### src/rtl/regfile_write_arbiter_pkg.sv
// Shared constants and types for the register-file write-port arbiter.
// Imported by the interface, the picker and the top level.
package regfile_arb_pkg;

  localparam int NREQ_DEF = 4;
  localparam int AW_DEF   = 5;
  localparam int DW_DEF   = 32;

  localparam int R0_ADDR  = 0;

  typedef logic [AW_DEF-1:0] reg_addr_t;
  typedef logic [DW_DEF-1:0] reg_data_t;

endpackage

### src/rtl/regfile_write_arbiter_if.sv
// Requester bundle plus the registered register-file write port.
// The master side is the requester pool; the slave side is the arbiter.
interface regfile_write_arbiter_if
  import regfile_arb_pkg::*;
#(
  parameter int NREQ = NREQ_DEF,
  parameter int AW   = AW_DEF,
  parameter int DW   = DW_DEF
);

  localparam int IDW = $clog2(NREQ);

  logic                     hold;
  logic [NREQ-1:0]          req_valid;
  logic [NREQ-1:0][AW-1:0]  req_addr;
  logic [NREQ-1:0][DW-1:0]  req_data;
  logic [NREQ-1:0]          req_ready;
  logic                     we3;
  logic [AW-1:0]            wa3;
  logic [DW-1:0]            wd3;
  logic [IDW-1:0]           grant_id;
  logic [7:0]               r0_drops;

  modport master (
    output hold, req_valid, req_addr, req_data,
    input  req_ready, we3, wa3, wd3, grant_id, r0_drops
  );

  modport slave (
    input  hold, req_valid, req_addr, req_data,
    output req_ready, we3, wa3, wd3, grant_id, r0_drops
  );

endinterface

### src/rtl/regfile_write_arbiter_rr_picker.sv
// Combinational round-robin pick: first set request at or after ptr, wrapping mod NREQ.
// Works for any NREQ, including non-powers of two.
module rr_picker #(
  parameter int NREQ = 4,
  parameter int IDW  = $clog2(NREQ)
) (
  input  logic [NREQ-1:0] req,
  input  logic [IDW-1:0]  ptr,
  output logic [NREQ-1:0] grant,
  output logic [IDW-1:0]  idx
);

  // Scan from the farthest offset back to ptr so the closest hit is written last.
  always_comb begin : pick
    int j;
    j     = 0;
    grant = '0;
    idx   = '0;
    for (int i = NREQ - 1; i >= 0; i--) begin
      j = int'(ptr) + i;
      if (j >= NREQ) j = j - NREQ;
      if (req[IDW'(j)]) begin
        grant          = '0;
        grant[IDW'(j)] = 1'b1;
        idx            = IDW'(j);
      end
    end
  end

endmodule

### src/rtl/regfile_write_arbiter.sv
// Round-robin arbiter for the single register-file write port (we3/wa3/wd3).
// Writes to register 0 are accepted but suppressed and counted.
module regfile_write_arbiter
  import regfile_arb_pkg::*;
#(
  parameter int NREQ = NREQ_DEF,
  parameter int AW   = AW_DEF,
  parameter int DW   = DW_DEF
) (
  input logic                   clk,
  input logic                   reset,
  regfile_write_arbiter_if.slave bus
);

  localparam int IDW = $clog2(NREQ);

  logic [IDW-1:0]  rr_ptr;
  logic [IDW-1:0]  win_idx;
  logic [IDW-1:0]  next_ptr;
  logic [NREQ-1:0] grant;
  logic [AW-1:0]   win_addr;
  logic [DW-1:0]   win_data;
  logic            fire;
  logic            win_is_r0;

  rr_picker #(
    .NREQ (NREQ),
    .IDW  (IDW)
  ) u_picker (
    .req   (bus.req_valid),
    .ptr   (rr_ptr),
    .grant (grant),
    .idx   (win_idx)
  );

  // Reset gates ready combinationally so nothing handshakes while the port is cleared.
  assign bus.req_ready = (reset || bus.hold) ? '0 : grant;
  assign fire          = |bus.req_ready;
  assign win_addr      = bus.req_addr[win_idx];
  assign win_data      = bus.req_data[win_idx];
  assign win_is_r0     = (win_addr == AW'(R0_ADDR));
  assign next_ptr      = (win_idx == IDW'(NREQ - 1)) ? '0 : win_idx + IDW'(1);

  always_ff @(posedge clk or posedge reset) begin
    if (reset) begin
      rr_ptr       <= '0;
      bus.we3      <= 1'b0;
      bus.wa3      <= '0;
      bus.wd3      <= '0;
      bus.grant_id <= '0;
      bus.r0_drops <= '0;
    end else if (fire) begin
      rr_ptr       <= next_ptr;
      bus.grant_id <= win_idx;
      bus.wa3      <= win_addr;
      bus.wd3      <= win_data;
      bus.we3      <= !win_is_r0;
      if (win_is_r0 && bus.r0_drops != 8'hFF) begin
        bus.r0_drops <= bus.r0_drops + 8'd1;
      end
    end else begin
      bus.we3 <= 1'b0;
    end
  end

endmodule
### src/flat_wrapper.sv
// flat-port wrapper written by rule: the top's interface ports become plain ports
module regfile_write_arbiter_flat import regfile_arb_pkg::*;
#(
  parameter int NREQ = NREQ_DEF,
  parameter int AW   = AW_DEF,
  parameter int DW   = DW_DEF
)
  (clk, reset, bus_hold, bus_req_valid, bus_req_addr, bus_req_data, bus_req_ready, bus_we3, bus_wa3, bus_wd3, bus_grant_id, bus_r0_drops);
  regfile_write_arbiter_if #(.NREQ(NREQ), .AW(AW), .DW(DW)) bus_i ();
  input logic clk;
  input logic reset;
  input wire logic [$bits(bus_i.hold)-1:0] bus_hold;
  input wire logic [$bits(bus_i.req_valid)-1:0] bus_req_valid;
  input wire logic [$bits(bus_i.req_addr)-1:0] bus_req_addr;
  input wire logic [$bits(bus_i.req_data)-1:0] bus_req_data;
  output wire logic [$bits(bus_i.req_ready)-1:0] bus_req_ready;
  output wire logic [$bits(bus_i.we3)-1:0] bus_we3;
  output wire logic [$bits(bus_i.wa3)-1:0] bus_wa3;
  output wire logic [$bits(bus_i.wd3)-1:0] bus_wd3;
  output wire logic [$bits(bus_i.grant_id)-1:0] bus_grant_id;
  output wire logic [$bits(bus_i.r0_drops)-1:0] bus_r0_drops;
  assign bus_i.hold = bus_hold;
  assign bus_i.req_valid = bus_req_valid;
  assign bus_i.req_addr = bus_req_addr;
  assign bus_i.req_data = bus_req_data;
  assign bus_req_ready = bus_i.req_ready;
  assign bus_we3 = bus_i.we3;
  assign bus_wa3 = bus_i.wa3;
  assign bus_wd3 = bus_i.wd3;
  assign bus_grant_id = bus_i.grant_id;
  assign bus_r0_drops = bus_i.r0_drops;
  regfile_write_arbiter #(.NREQ(NREQ), .AW(AW), .DW(DW)) u_core (.clk(clk), .reset(reset), .bus(bus_i));
endmodule
### config.mk
export PLATFORM = sky130hd
export DESIGN_NAME = regfile_write_arbiter_flat
export DESIGN_NICKNAME = d
export VERILOG_FILES = /design/src/rtl/regfile_write_arbiter_pkg.sv /design/src/rtl/regfile_write_arbiter_if.sv /design/src/rtl/regfile_write_arbiter_rr_picker.sv /design/src/rtl/regfile_write_arbiter.sv /design/src/flat_wrapper.sv
export SDC_FILE = /design/constraint.sdc
export NUM_CORES = 1
export LEC_CHECK = 0
export ABC_AREA = 1
export BUFFER_PORTS_ARGS = -buffer_cell sky130_fd_sc_hd__buf_4
export CELL_PAD_IN_SITES_DETAIL_PLACEMENT = 0
export CELL_PAD_IN_SITES_GLOBAL_PLACEMENT = 2
export CORE_MARGIN = 1.5
export CORE_UTILIZATION = 24
export CTS_CLUSTER_DIAMETER = 30
export DETAILED_ROUTE_END_ITERATION = 7
export GPL_TIMING_DRIVEN = 0
export PLACE_DENSITY = 0.88
export SLEW_MARGIN = 10
export SYNTH_ARGS = -nofsm -noshare
export SYNTH_HDL_FRONTEND = slang
export SYNTH_SLANG_ARGS = --single-unit
### constraint.sdc
create_clock -name clk -period 4.45 [get_ports clk]
set_input_delay 1.335 -clock clk [delete_from_list [all_inputs] [get_ports clk]]
set_output_delay 1.335 -clock clk [all_outputs]
set_load 0.01 [all_outputs]
After elaboration in Yosys (flattened, before gate mapping)

Cells that the tools add are included.

Bits in registers: 50
Bits in latches: 0
RAM bits: 0
Memory bits (read-only): 0
Bits of input ports: 155
Output and inout bits: 52
Word-level logic and storage cells: 79
Memories kept: 0

$add $sub $neg: 9
Multipliers: 0
Divide/modulo/power cells: 0
Order comparisons: 13
Eq/ne operators: 2
Shift operators: 0
Multiplexer cells: 39
Bitwise gates (word level): 0
Reduce and logical (&&, ||, !) cells: 10

Operators by type and width:

| operator              | count |
|---|---|
| $bmux W32 S2          | 1 |
| $mux W32              | 1 |
| $mux W4               | 5 |
| $mux W2               | 9 |
| $lt A2 B4 Y1 const B  | 4 |
| $mux W1               | 13 |
| $bmux W5 S2           | 1 |
| $ge A3 B3 Y1 const B  | 3 |
| $add A8 B1 Y8 const B | 1 |
| $bmux W1 S2           | 4 |
| $demux W1 S2          | 4 |
| $ge A2 B1 Y1 const B  | 4 |
| $ne A8 B8 Y1 const B  | 1 |
| $sub A2 B1 Y2 const B | 4 |
| $add A2 B2 Y3 const B | 2 |
| $logic_and A1 B1 Y1   | 5 |
| $logic_not A5 Y1      | 1 |
| $mux W5               | 1 |
| $reduce_or A4 Y1      | 1 |
| $add A2 B1 Y3 const B | 1 |
| $ge A2 B3 Y1 const B  | 1 |
| $lt A2 B3 Y1 const B  | 1 |
| $add A2 B1 Y2 const B | 1 |
| $eq A2 B2 Y1 const B  | 1 |
| 3 further kinds       | 3 |

Longest topological paths before layout

Word-level depth: 15
Depth in mapped cells: 19

By module

Synthesis repeated with hierarchy kept, for this count alone.

Cell total of the unflattened synthesis: 577
Area total of the unflattened synthesis: 3,779.9 um2

By module, submodules not included:

| module                | times used | cells an instance | area each (um2) | seq. area each (um2) |
|---|---|---|---|---|
| regfile_write_arbiter | 1          | 465               | 3,176.8         | 1,251.2 |
| rr_picker             | 1          | 112               | 603.1           | 0.0 |

Worst setup path before layout

No wires, ideal clock.

Path kind: input-to-output
From: input bus_req_valid[0]
To: output bus_req_ready[2]
Arrival: 2.073 ns
Data required time: 3.115 ns
Path slack: 1.042 ns
Stages: 9
Buffers on the path: 0
Cell sequence: inv_1 > nand2_1 > nand3_4 > nand2_4 > nor2_2 > nand2_1 > nand3_1 > nand2_1 > inv_1

Longest elaborated chain between the ends: 8
Elaborated cells on any way between the ends: 17
Those cells by class: mux: 17

Ends and longest elaborated chain:

| item                                        | RTL line                              | source |
|---|---|---|
| start, declared                             | flat_wrapper.sv:13                    | `input wire logic [$bits(bus_i.req_valid)-1:0] bus_req_valid;` |
| $bmux W1 S2                                 | regfile_write_arbiter_rr_picker.sv:22 | `if (req[IDW'(j)]) begin` |
| $mux W1 (not written as such) (2 in series) | regfile_write_arbiter_rr_picker.sv:22 |  |
| $mux W4 (3 in series)                       | regfile_write_arbiter_rr_picker.sv:22 |  |
| $mux W4 (*)                                 | regfile_write_arbiter_rr_picker.sv:22 |  |
| $mux W4 (*)                                 | regfile_write_arbiter.sv:37           | `assign bus.req_ready = (reset \|\| bus.hold) ? '0 : grant;` |
| end, declared                               | flat_wrapper.sv:16                    | `output wire logic [$bits(bus_i.req_ready)-1:0] bus_req_ready;` |

Mark *: on every way between the ends. The rest lies on a longest branch, timed or not. The select of a mux whose other input is x is not followed.

Worst setup path in the final report

From: register u_core.rr_ptr[1]
To: output bus_req_ready[2]

Longest elaborated chain between the ends: 12
Elaborated cells on any way between the ends: 52
Those cells by class: add/sub: 7; order compare: 12; mux: 29; reduce/logical: 4

Ends and longest elaborated chain:

| item                                                                      | RTL line                              | source |
|---|---|---|
| start, declared                                                           | regfile_write_arbiter.sv:17           | `logic [IDW-1:0] rr_ptr;` |
| start signal, assigned                                                    | regfile_write_arbiter.sv:53           | `rr_ptr <= next_ptr;` |
| $add A2 B2 Y3                                                             | regfile_write_arbiter_rr_picker.sv:20 | `j = int'(ptr) + i;` |
| $ge A3 B3 Y1 / $sub A2 B1 Y2 (equally long branches)                      | regfile_write_arbiter_rr_picker.sv:21 | `if (j >= NREQ) j = j - NREQ;` |
| $mux W2                                                                   | regfile_write_arbiter_rr_picker.sv:21 |  |
| $lt A2 B4 Y1 (not written as such) / $ge A2 B1 Y1 (equally long branches) | regfile_write_arbiter_rr_picker.sv:24 | `grant[IDW'(j)] = 1'b1;` |
| $logic_and A1 B1 Y1 (not written as such)                                 | regfile_write_arbiter_rr_picker.sv:24 |  |
| $mux W1 (not written as such)                                             | regfile_write_arbiter_rr_picker.sv:24 |  |
| $demux W1 S2                                                              | regfile_write_arbiter_rr_picker.sv:24 |  |
| $mux W4 (3 in series)                                                     | regfile_write_arbiter_rr_picker.sv:22 |  |
| $mux W4 (*)                                                               | regfile_write_arbiter_rr_picker.sv:22 |  |
| $mux W4 (*)                                                               | regfile_write_arbiter.sv:37           |  |

Marked as above.

==> tab_implementation.tex <==
\begin{tabular}{lr}
\hline
Metric & Value \\
\hline
\multicolumn{2}{l}{\textbf{Cells and area}} \\
Core utilization of the finished layout & 37.4\% \\
Layout cell share with drive strength beyond 1 & 33.7\% \\
Growth of design area from synthesis to finish & 52.9\% \\
Number of antenna diodes & 0 \\
Top library cells by usage in the layout, fill and taps aside & 209 x sky130\_fd\_sc\_hd\_\_buf\_4, 169 x sky130\_fd\_sc\_hd\_\_nand2\_1, 105 x sky130\_fd\_sc\_hd\_\_nor2\_1, 56 x sky130\_fd\_sc\_hd\_\_o21ai\_0, 50 x sky130\_fd\_sc\_hd\_\_dfrtp\_1 \\
Layout Nets & 940 \\
Most common cell after layout, fill and taps aside & sky130\_fd\_sc\_hd\_\_buf\_4 \\
Filler cell count in the final layout & 1606 \\
\multicolumn{2}{l}{\textbf{Setup path}} \\
Required arrival time at the worst endpoint & 3.12 ns \\
Critical Path AT & 2.46 ns \\
Type of the setup path with the least slack & reg2out \\
Worst-case reg-to-reg path depth & 16 \\
Slowest cell on the critical path & sky130\_fd\_sc\_hd\_\_dfrtp\_1 \\
Worst setup slack for register-to-register paths & 1.24 ns \\
Kind of start point of the critical path & register \\
Worst path cell trace & inv\_1 > ha\_1 > inv\_1 > nand3\_4 > nand2\_4 > nor2\_2 > nand2\_1 > nand3\_1 > nand2\_1 > inv\_1 > buf\_4 \\
Count of buffer and inverter cells on the critical path & 4 \\
Type of element capturing the critical path & primary output \\
End of the worst register-to-register path & u\_core.bus.wd3[10] \\
Dominant delay contributor by cell family on the critical path & simple AND/OR/NAND/NOR gates \\
Crit path largest cell delay & 0.59 ns \\
Crit-path max FO & 10 \\
Dominant cell type by count on the critical path & sky130\_fd\_sc\_hd\_\_inv\_1 \\
Reg2reg start & u\_core.rr\_ptr[1] \\
\multicolumn{2}{l}{\textbf{Min path}} \\
Startpoint of the most critical hold path & u\_core.bus.wd3[2] \\
Class of the tightest hold or removal check & reg2reg \\
Number of cells on the worst hold path & 2 \\
Worst hold endpoint & u\_core.bus.wd3[2] \\
\multicolumn{2}{l}{\textbf{Timing}} \\
Setup repair after global routing missed its margin & no \\
Count of final setup violators & 0 \\
Worst rel slew slack & 62.1\% \\
Largest clock skew in the final design & 0.0104 ns \\
Post-layout min period & 3.80 ns \\
Total negative slack & 0 ns \\
Post-route worst hold slack & 0.483 ns \\
Transition at the pin with the smallest max-transition slack & 0.568 ns \\
Max Freq & 263 MHz \\
Final number of hold-violating endpoints & 0 \\
Fin. max-slew vios & 0 \\
Setup slack after layout & 0.654 ns \\
Period utilisation layout & 85.3\% \\
\multicolumn{2}{l}{\textbf{Placed design}} \\
Placer Congestion & 0.837 \\
Dpl hpwl & 11600 um \\
Pre-CTS worst setup slack & 0.661 ns \\
Number of I/O port buffers & 206 \\
\multicolumn{2}{l}{\textbf{Clock network}} \\
H-tree levels & 2 \\
Clk Tree Root Cell & sky130\_fd\_sc\_hd\_\_clkbuf\_16 \\
Clock edge transition at the registers on the reported setup and hold paths & 0.08 ns \\
Post\_cts resized & 0 \\
Number of buffers on the longest clock path & 2 \\
Number of buffers created by CTS & 5 \\
CTS hold repair buffers & 0 \\
CTS tree & yes \\
Post-CTS Setup Bufs & 0 \\
Clock insertion delay at the later pin of the skew report & 0.30 ns \\
Number of clock sinks & 50 \\
\multicolumn{2}{l}{\textbf{Synthesis}} \\
Mean post-synth cell area & 6.57 um\^{}2 \\
Syn Inst Count & 562 \\
Unique cell type count in the Yosys netlist & 31 \\
Fraction of the yosys area taken by sequential cells & 33.9\% \\
Flip-flop and latch count after synthesis & 50 \\
Count of warnings emitted by yosys & 0 \\
Cell area after technology mapping & 0.00369 mm\^{}2 \\
Post-Syn Nets & 726 \\
\multicolumn{2}{l}{\textbf{Detailed routing}} \\
DR DRC count & 0 \\
DR iter-0 viols & 287 \\
Remaining number of nets flagged by the antenna check after routing & 0 \\
Detailed-route vias per instance & 4.69 \\
Post-detailed-routing wire length & 14700 um \\
Number of optimization iterations in the first detailed-route pass & 5 \\
Post-detailed-route wirelength per cell & 15.2 um \\
Via count of the routed design & 4526 \\
\multicolumn{2}{l}{\textbf{Floorplanning}} \\
Placeable Area & 0.0151 mm\^{}2 \\
Die area & 0.0161 mm\^{}2 \\
I/O pin total & 207 \\
Horizontal extent of the die & 127 um \\
Die boundary height & 127 um \\
Cell row count & 45 \\
Starting density of the core & 24.5\% \\
\multicolumn{2}{l}{\textbf{Power}} \\
Power per cell area & 923 mW/mm\^{}2 \\
Switching Power & 2900 uW \\
Peak supply drop & 0.000372 V \\
Leakage power of the design & 0.00302 uW \\
Flop pwr share & 16.0\% \\
Internal power & 2310 uW \\
Share of power burned in combinational logic & 76.2\% \\
Switching share of power & 55.7\% \\
Clock network fraction of design power & 7.8\% \\
\multicolumn{2}{l}{\textbf{Global route}} \\
Maximum number of pins on one net before global-route repair & 29 \\
Sum of overflow across all layers after global routing & 0 \\
Number of global-route vias before repair & 4510 \\
Overall track demand over capacity in global routing & 18.2\% \\
Initial antenna violation count & 0 \\
Wire length of the first global-routing pass & 23200 um \\
\multicolumn{2}{l}{\textbf{Status}} \\
Result of the run & complete, no violations \\
\multicolumn{2}{l}{\textbf{Job}} \\
Maximum Capacitance Violations & 0 \\
\hline
\end{tabular}
[routing by layer]
metal	routed length, um	up-vias	part of all wire [%]	global-route usage [%]
met4	173	0	1.2	3.68
met2	7300	180	50	32.7
li1	-	2252	-	-
met3	1040	17	7.1	3.85
met5	0	-	0	0
met1	6190	2077	42	22.4
[flip-flops by register name, summed over array words and instances (netlist names)]
register and count:
u_core.bus.r0_drops 8, u_core.rr_ptr 2, u_core.bus.we3 1, u_core.bus.wd3 32
u_core.bus.wa3 5, u_core.bus.grant_id 2
[cell families (layout without fill, tap and decap cells)]
kind of cell / count (synthesis) / after routing / share of synthesized area, %
AOI/OAI and AO/OA: 101 / 101 / 15.2
xor gates and xnor gates: 6 / 6 / 1.42
and+or+nand+nor: 339 / 339 / 39.3
DFF: 50 / 50 / 33.9
buffers and inverters: 57 / 272 / 7.05
adders and majority gates: 9 / 9 / 3.05
[worst register-to-register path, cell delays in order (launching register included)]
cell	delay, ns
sky130_fd_sc_hd__dfrtp_1	0.59
sky130_fd_sc_hd__inv_1	0.26
sky130_fd_sc_hd__ha_1	0.38
sky130_fd_sc_hd__inv_1	0.13
sky130_fd_sc_hd__nand3_4	0.11
sky130_fd_sc_hd__nand2_4	0.11
sky130_fd_sc_hd__inv_2	0.06
sky130_fd_sc_hd__nand2_1	0.06
sky130_fd_sc_hd__nand2_1	0.04
sky130_fd_sc_hd__nand2_1	0.14
sky130_fd_sc_hd__clkinv_1	0.42
sky130_fd_sc_hd__buf_2	0.36
sky130_fd_sc_hd__nor2_1	0.11
sky130_fd_sc_hd__o21ai_0	0.08
sky130_fd_sc_hd__o31ai_1	0.11
sky130_fd_sc_hd__nand2_1	0.11
sky130_fd_sc_hd__nand2_1	0.07
[synthesized netlist by cell type]
cell | instances | area, um^2
sky130_fd_sc_hd__nand2_1 | 169 | 634
sky130_fd_sc_hd__dfrtp_1 | 50 | 1250
sky130_fd_sc_hd__nand4_1 | 4 | 25.0
sky130_fd_sc_hd__nor2_2 | 2 | 12.5
sky130_fd_sc_hd__clkbuf_1 | 10 | 37.5
sky130_fd_sc_hd__o21ai_0 | 56 | 280
sky130_fd_sc_hd__inv_4 | 1 | 6.26
sky130_fd_sc_hd__o21bai_1 | 1 | 7.51
sky130_fd_sc_hd__buf_4 | 3 | 22.5
sky130_fd_sc_hd__nand3_4 | 1 | 17.5
sky130_fd_sc_hd__buf_6 | 2 | 22.5
sky130_fd_sc_hd__o31ai_1 | 10 | 75.1
sky130_fd_sc_hd__nand3_2 | 2 | 20.0
sky130_fd_sc_hd__or2_2 | 1 | 6.26
sky130_fd_sc_hd__nand3_1 | 39 | 195
sky130_fd_sc_hd__o22ai_1 | 22 | 138
sky130_fd_sc_hd__buf_1 | 1 | 3.75
sky130_fd_sc_hd__clkinv_1 | 1 | 3.75
sky130_fd_sc_hd__buf_2 | 14 | 70.1
sky130_fd_sc_hd__nor2_1 | 105 | 394
sky130_fd_sc_hd__nand2_2 | 10 | 62.6
sky130_fd_sc_hd__inv_2 | 4 | 15.0
sky130_fd_sc_hd__inv_1 | 21 | 78.8
sky130_fd_sc_hd__o21ai_1 | 4 | 20.0
sky130_fd_sc_hd__nor2_8 | 2 | 40.0
sky130_fd_sc_hd__nand2_4 | 4 | 45.0
sky130_fd_sc_hd__xor2_1 | 2 | 17.5
sky130_fd_sc_hd__a21oi_1 | 7 | 35.0
sky130_fd_sc_hd__o21a_1 | 1 | 7.51
sky130_fd_sc_hd__ha_1 | 9 | 113
sky130_fd_sc_hd__xnor2_1 | 4 | 35.0
[how the worst max path moves through the flow]
stage	startpoint	endpoint	slack [ns]	depth (start not counted)
finish	u_core.rr_ptr[1]	bus_req_ready[2]	0.65	11
global route	u_core.rr_ptr[1]	bus_req_ready[0]	0.45	12
CTS	u_core.rr_ptr[1]	bus_req_ready[2]	0.66	11
detailed placement	bus_req_valid[0]	bus_req_ready[2]	0.66	11
global placement	bus_req_valid[0]	bus_req_ready[2]	0.69	11
floorplan	bus_req_valid[0]	bus_req_ready[2]	1.04	9
[final cells by class]
| cell class | count | area, um^2 | share of cell area, % |
|---|---|---|---|
| Clock inverter | 3 | 26.3 | 0.465 |
| Timing Repair Buffer | 207 | 1570 | 27.7 |
| Multi-Input combinational cell | 455 | 2180 | 38.6 |
| Sequential cell | 50 | 1250 | 22.2 |
| Tap cell | 188 | 235 | 4.17 |
| Inverter | 27 | 104 | 1.84 |
| Clock buffer | 5 | 125 | 2.22 |
| Buffer | 30 | 156 | 2.77 |
[per-stage QoR]
stage | cells | power, uW | instance area [um^2]
global route | 965 | 5800 | 5650
global placement | 956 | 4840 | 5470
floorplan | 562 | 3480 | 3690
CTS | 965 | 5290 | 5650
finish | 965 | 5210 | 5650
detailed placement | 957 | 4860 | 5490
[power by group through the flow]
stage          Clock [uW]  Combinational [uW]  Sequential (uW)
6_report              407                3970              831
4_1_cts               421                4030              834
3_3_place_gp            0                4010              831
5_1_grt               444                4500              855
3_5_place_dp            0                4020              839
2_1_floorplan           0                2590              890
Power figures use the tool's default switching activity.
